**src/rtl/conv_result_writer.sv**
```systemverilog
// Requantizes PE_SIZE-wide partial-sum rows and streams them as packed words into mem2.
// Optional build macro CONV_WRITER_RELU_EN clamps negative partial sums to zero before requantization.
module conv_result_writer #(
    parameter int unsigned MEM2_DEPTH      = 896,
    parameter int unsigned MEM2_ADDR_WIDTH = 10,
    parameter int unsigned MEM2_DATA_WIDTH = 128,
    parameter int unsigned PE_SIZE         = 16,
    parameter int unsigned ACC_WIDTH       = 32,
    parameter int unsigned OUT_WIDTH       = 16,
    parameter int unsigned SHIFT           = 8
) (
    input  logic                           clk,
    input  logic                           rst,
    input  logic                           start_i,
    input  logic [PE_SIZE*ACC_WIDTH-1:0]   psum_i,
    input  logic                           psum_valid_i,
    output logic                           psum_ready_o,
    output logic [MEM2_DATA_WIDTH-1:0]     mem2_d0,
    output logic [MEM2_ADDR_WIDTH-1:0]     mem2_addr0,
    output logic                           mem2_ce0,
    output logic                           mem2_we0,
    output logic                           busy_o,
    output logic                           done_o
);

    localparam int unsigned C             = MEM2_DATA_WIDTH / OUT_WIDTH;
    localparam int unsigned WORDS_PER_ROW = PE_SIZE / C;
    localparam int unsigned ROW_WIDTH     = PE_SIZE * OUT_WIDTH;
    localparam int unsigned WIDX_WIDTH    = (WORDS_PER_ROW > 1) ? $clog2(WORDS_PER_ROW) : 1;

    localparam logic [1:0] IDLE  = 2'd0;
    localparam logic [1:0] LOAD  = 2'd1;
    localparam logic [1:0] WRITE = 2'd2;

    localparam logic [WIDX_WIDTH-1:0]      LAST_WIDX = WIDX_WIDTH'(WORDS_PER_ROW - 1);
    localparam logic [MEM2_ADDR_WIDTH-1:0] LAST_ADDR = MEM2_ADDR_WIDTH'(MEM2_DEPTH - 1);
    localparam logic signed [ACC_WIDTH-1:0] Q_MAX    = ACC_WIDTH'((2 ** (OUT_WIDTH - 1)) - 1);
    localparam logic signed [ACC_WIDTH-1:0] Q_MIN    = ~Q_MAX;

    logic [1:0]                 state, state_n;
    logic [WIDX_WIDTH-1:0]      widx, widx_n;
    logic [MEM2_ADDR_WIDTH-1:0] addr, addr_n, next_addr;
    logic [ROW_WIDTH-1:0]       row_buf, row_buf_n, quant_row;
    logic [MEM2_DATA_WIDTH-1:0] d0_n;
    logic [MEM2_ADDR_WIDTH-1:0] addr0_n;
    logic                       ready_n, ce_n, busy_n, done_n;
    logic                       hs, load_row;

    function automatic logic [OUT_WIDTH-1:0] requant(input logic [ACC_WIDTH-1:0] acc);
        logic signed [ACC_WIDTH-1:0] a;
        logic signed [ACC_WIDTH-1:0] q;
        a = $signed(acc);
`ifdef CONV_WRITER_RELU_EN
        if (a[ACC_WIDTH-1]) a = '0;
`endif
        q = a >>> SHIFT;
        if (q > Q_MAX)      q = Q_MAX;
        else if (q < Q_MIN) q = Q_MIN;
        return q[OUT_WIDTH-1:0];
    endfunction

    function automatic logic [MEM2_DATA_WIDTH-1:0] word_of(input logic [ROW_WIDTH-1:0] row,
                                                          input logic [WIDX_WIDTH-1:0] k);
        return row[int'(k) * MEM2_DATA_WIDTH +: MEM2_DATA_WIDTH];
    endfunction

    // Requantized view of the incoming row; captured only on a handshake.
    always_comb begin
        quant_row = '0;
        for (int j = 0; j < PE_SIZE; j++) begin
            quant_row[j*OUT_WIDTH +: OUT_WIDTH] = requant(psum_i[j*ACC_WIDTH +: ACC_WIDTH]);
        end
    end

    assign hs        = psum_valid_i && psum_ready_o;
    assign next_addr = (addr == LAST_ADDR) ? '0 : addr + 1'b1;

    always_comb begin
        state_n   = state;
        widx_n    = widx;
        addr_n    = addr;
        row_buf_n = row_buf;
        d0_n      = mem2_d0;
        addr0_n   = mem2_addr0;
        ready_n   = 1'b0;
        ce_n      = 1'b0;
        done_n    = 1'b0;
        load_row  = 1'b0;

        case (state)
            IDLE: begin
                if (start_i) begin
                    state_n = LOAD;
                    addr_n  = '0;
                    ready_n = 1'b1;
                end
            end
            LOAD: begin
                if (hs) load_row = 1'b1;
                else    ready_n  = 1'b1;
            end
            WRITE: begin
                if (widx != LAST_WIDX) begin
                    widx_n  = WIDX_WIDTH'(widx + 1'b1);
                    d0_n    = word_of(row_buf, WIDX_WIDTH'(widx + 1'b1));
                    addr0_n = addr;
                    addr_n  = next_addr;
                    ce_n    = 1'b1;
                end else if (mem2_addr0 == LAST_ADDR) begin
                    state_n = IDLE;
                    addr0_n = '0;
                    done_n  = 1'b1;
                end else if (hs) begin
                    load_row = 1'b1;
                end else begin
                    state_n = LOAD;
                    ready_n = 1'b1;
                end
            end
            default: state_n = IDLE;
        endcase

        // Word 0 goes straight to the port so the first write lands the cycle after accept.
        if (load_row) begin
            state_n   = WRITE;
            row_buf_n = quant_row;
            widx_n    = '0;
            d0_n      = word_of(quant_row, '0);
            addr0_n   = addr;
            addr_n    = next_addr;
            ce_n      = 1'b1;
        end

        // Reopen for the next row while its last word is on the port, unless the frame ends there.
        if (ce_n && (widx_n == LAST_WIDX) && (addr0_n != LAST_ADDR)) ready_n = 1'b1;

        busy_n = (state_n != IDLE);
    end

    always_ff @(posedge clk) begin
        if (rst) begin
            state        <= IDLE;
            widx         <= '0;
            addr         <= '0;
            row_buf      <= '0;
            psum_ready_o <= 1'b0;
            mem2_d0      <= '0;
            mem2_addr0   <= '0;
            mem2_ce0     <= 1'b0;
            mem2_we0     <= 1'b0;
            busy_o       <= 1'b0;
            done_o       <= 1'b0;
        end else begin
            state        <= state_n;
            widx         <= widx_n;
            addr         <= addr_n;
            row_buf      <= row_buf_n;
            psum_ready_o <= ready_n;
            mem2_d0      <= d0_n;
            mem2_addr0   <= addr0_n;
            mem2_ce0     <= ce_n;
            mem2_we0     <= ce_n;
            busy_o       <= busy_n;
            done_o       <= done_n;
        end
    end

endmodule
```
**config.mk**
```make
export PLATFORM = sky130hd
export DESIGN_NAME = conv_result_writer
export DESIGN_NICKNAME = d
export VERILOG_FILES = /design/src/rtl/conv_result_writer.sv
export SDC_FILE = /design/constraint.sdc
export NUM_CORES = 1
export LEC_CHECK = 0
export CORE_AREA = 5 5 254 256
export CTS_BUF_LIST = sky130_fd_sc_hd__clkbuf_16
export DETAILED_ROUTE_END_ITERATION = 10
export DIE_AREA = 0 0 259 261
export DONT_BUFFER_PORTS = 1
export HOLD_SLACK_MARGIN = 0.1
export REMOVE_ABC_BUFFERS = 1
export SYNTH_ARGS = -nofsm -noshare
export SYNTH_HDL_FRONTEND = slang
export SYNTH_SLANG_ARGS = --single-unit
export TNS_END_PERCENT = 10
```
**constraint.sdc**
```tcl
create_clock -name clk -period 2.4 [get_ports clk]
set_input_delay 0.6 -clock clk [delete_from_list [all_inputs] [get_ports clk]]
set_output_delay 0.6 -clock clk [all_outputs]
set_load 0.05 [all_outputs]
```
==> key figures <==
Power and ir drop
  – LEAKAGE: 5.71 nW
  – VDD IR max: 0.000417 V
  – PwrDens: 673 nW/um2

Detailed routing
  – WL/cell: 20.0 um
  – Final WL: 51,800 um
  – DRT iter0 DRCs: 804
  – Via count: 13,547
  – DR pass1 iterations: 5
  – DRC: 0
  – Antenna viol nets, final: 0
  – Vias per cell: 5.22

Global route
  – M2 GR Usage: 23.8%
  – Met3 global-route usage: 5.20%
  – First-pass GRT wire length: 76,600 um
  – Grt ovf: 0
  – Initial antenna violation count: 1
  – Largest net degree at the start of global routing: 286
  – Total Routing Usage GR: 14.1%
  – Top Usage Layer GRT: met2
  – Met1 Track Usage GR: 16.4%
  – Vias in the first global route: 12,959

Job
  – Max cap viols: 0

Floorplanning
  – Top Ports: 659
  – Die area: 67,600 um2
  – Initial Utilization: 22.3%
  – Placeable Area: 62,300 um2
  – Die H: 261 um
  – Die Wd: 259 um
  – Num rows: 92

STA
  – Max-Slew Margin vs Limit: 24.5%
  – Worst Tran Pin Value: 1.13 ns
  – Final setup viols: 0
  – Pins Over Slew Limit: 0
  – Max Fclk: 0.425 GHz
  – Min Tclk post-route: 2.35 ns
  – Fin crit share: 98.1%
  – Max Clock Skew: 0.0152 ns
  – Final setup margin: 0.0450 ns
  – RSZ-0062 raised after global routing: true
  – Post-route setup TNS: 0 ns
  – Final hold viol count: 0
  – Worst hold slack: 0.171 ns

Synth
  – Post-Syn Area: 13,900 um2
  – Synth Area in XOR/XNOR: 0%
  – Netlist cell types: 47
  – Avg Inst Size Synth: 7.82 um2
  – Mux contribution to synthesized area: 0.720%
  – Cells after synthesis: 1,778
  – Sequential area share after synthesis: 40.7%
  – Main combinational cell family by area after synthesis: compound AO/OA/AOI/OAI gates
  – Ys Warns: 0
  – Synthesized-area fraction occupied by adder cells: 0.540%
  – Compound-Gate Fraction of Synth Area: 28.2%
  – Synth Area in Simple Gates: 24.2%
  – Seq cells post-synth: 283

Cells and area
  – Ant diodes: 0
  – Layout area overhead: 15.9%
  – Non-Filler Instances: 2,593
  – Area of the multi-input gates: 7500 um2
  – Fin util: 25.9%
  – Layout cells sized above 1: 9.96%
  – Fillers: 6,768
  – Reg area: 5670 um2
  – Final nets: 2,243

Clock tree
  – CTS Buffer Depth: 3
  – TritonCTS sink count: 283
  – H-tree levels: 2
  – Root buffer cell: clkbuf_16
  – Clock slew at reported path FFs: 0.05 ns
  – CTS tree: built
  – Clk Latency, worst-skew pair: 0.53 ns
  – Total CTS buffers: 35

Place
  – Detailed Place HPWL: 37,900 um
  – Dpl cells: 2,530
  – Post-Place Setup Slack: 0.0499 ns
  – IO Port Bufs: 0
  – Gpl congestion: 0.848

Worst setup path
  – Cell count of the worst reg-to-reg path: 7
  – CP startpoint kind: register
  – WP data arrival: 2.81 ns
  – Worst Path Max Fanout: 5
  – Critical Path RT: 2.86 ns
  – Critical path class: register to register
  – Crit end category: register
  – R2R Setup Slk: 0.05 ns

Status
  – Status: finished, final reports clean

Min path
  – Worst Hold Class: primary input to register
  – Hold Path Stages: 1
## cell type report
cell class,count,share of cell area (%)
Multi-Input combinational cell,1313,46.5
Clock buffer,37,5.74
Timing Repair Buffer,84,4.94
Tap cell,846,6.57
Sequential cell,283,35.1
Inverter,4,0.0931
Clock inverter,26,0.970
## power by group
group | switching [W] | total (W) | internal [W] | leakage (nW)
Clock | 0.00212 | 0.00502 | 0.00290 | 0.543
Sequential | 0.000327 | 0.00512 | 0.00480 | 2.28
Combinational | 0.000404 | 0.000710 | 0.000307 | 2.89
## through the flow
| step | total power, W | cell area [um2] |
|---|---|---|
| 2_1_floorplan | 0.00569 | 13100 |
| 3_5_place_dp | 0.00593 | 15000 |
| 6_report | 0.0109 | 16100 |
| 3_3_place_gp | 0.00592 | 15000 |
| 5_1_grt | 0.0113 | 16100 |
| 4_1_cts | 0.0111 | 16100 |
## layout by cell type, fill, tap and decap left out, types with 21 or more instances in the layout
cell type and n:
dfxtp_1 283, nor2_1 220, nand2_1 193, a21oi_1 183
o211ai_1 120, nand3_1 119, nor3_1 109, a21o_1 107
o2bb2ai_1 105, buf_4 70, clkbuf_16 37, nor4_1 33
nand4_1 21
## synthesized netlist by cell type (all sizes together)
cell / instances / area (um2)
a21o: 107 / 803
a21oi: 184 / 921
a22oi: 1 / 7.51
a2bb2oi: 1 / 8.76
a311o: 1 / 10.0
a311oi: 1 / 8.76
a31oi: 1 / 6.26
a41oi: 1 / 8.76
and2: 3 / 18.8
and3: 2 / 12.5
and4: 15 / 131
buf: 64 / 340
clkbuf: 114 / 428
dfxtp: 283 / 5670
ha: 6 / 75.1
inv: 4 / 15.0
mux2: 8 / 90.1
mux2i: 1 / 10.0
nand2: 195 / 732
nand3: 119 / 596
nand3b: 1 / 7.51
nand4: 21 / 131
nand4b: 2 / 32.5
nand4bb: 1 / 11.3
nor2: 220 / 826
nor2b: 4 / 25.0
nor3: 109 / 546
nor4: 33 / 206
o211ai: 120 / 901
o21ai: 19 / 95.1
o221a: 15 / 169
o221ai: 1 / 8.76
o2bb2ai: 105 / 920
o311ai: 1 / 16.3
o32ai: 1 / 16.3
o41a: 1 / 11.3
o41ai: 1 / 8.76
or2: 2 / 12.5
or3: 5 / 31.3
or3b: 2 / 17.5
or4: 1 / 7.51
or4b: 2 / 20.0
## worst paths after layout
path | startpoint | to
setup / recovery | state[1] | addr[6]
hold / removal | rst | mem2_addr0[1]
setup reg to reg | state[1] | addr[6]
hold reg to reg | row_buf[206] | row_buf[206]
## cells by family (layout without fill, tap and decap cells)
kind of cell / Yosys count / after routing
flip-flops: 283 / 283
buffers and inverters: 182 / 151
adder cells (fa/ha/maj): 6 / 6
AO/OA/AOI/OAI: 561 / 561
multiplexers: 9 / 9
AND/OR/NAND/NOR: 737 / 737
## sequential cells by signal, indices dropped and copies added (netlist names)
| signal | count |
|---|---|
| addr | 10 |
| mem2_d0 | 128 |
| state | 2 |
| psum_ready_o | 1 |
| mem2_we0 | 1 |
| done_o | 1 |
| row_buf | 128 |
| widx | 1 |
| mem2_addr0 | 10 |
| busy_o | 1 |
## worst max-delay path, cell delays in order (launching register included)
cell      delay (ns)
dfxtp_1         0.37
inv_1           0.11
ha_1            0.29
and3_1          0.27
o311ai_2        0.24
and2_1          0.25
or4b_2          0.63
a21oi_1         0.13
## repair_timing
action / CTS / global route
setup endpoints to repair: 0 / 54
buffers inserted: 0 / 0
gates resized for setup: 0 / 2
hold buffers: 0 / 0
## routing by layer
layer  routed length (um)  vias to the layer above
met5                   13                        -
met4                 1700                        2
met3                 5190                      101
met2                24700                      607
met1                20200                     6475
li1                     -                     6362
(Power assumes the default switching activity.)
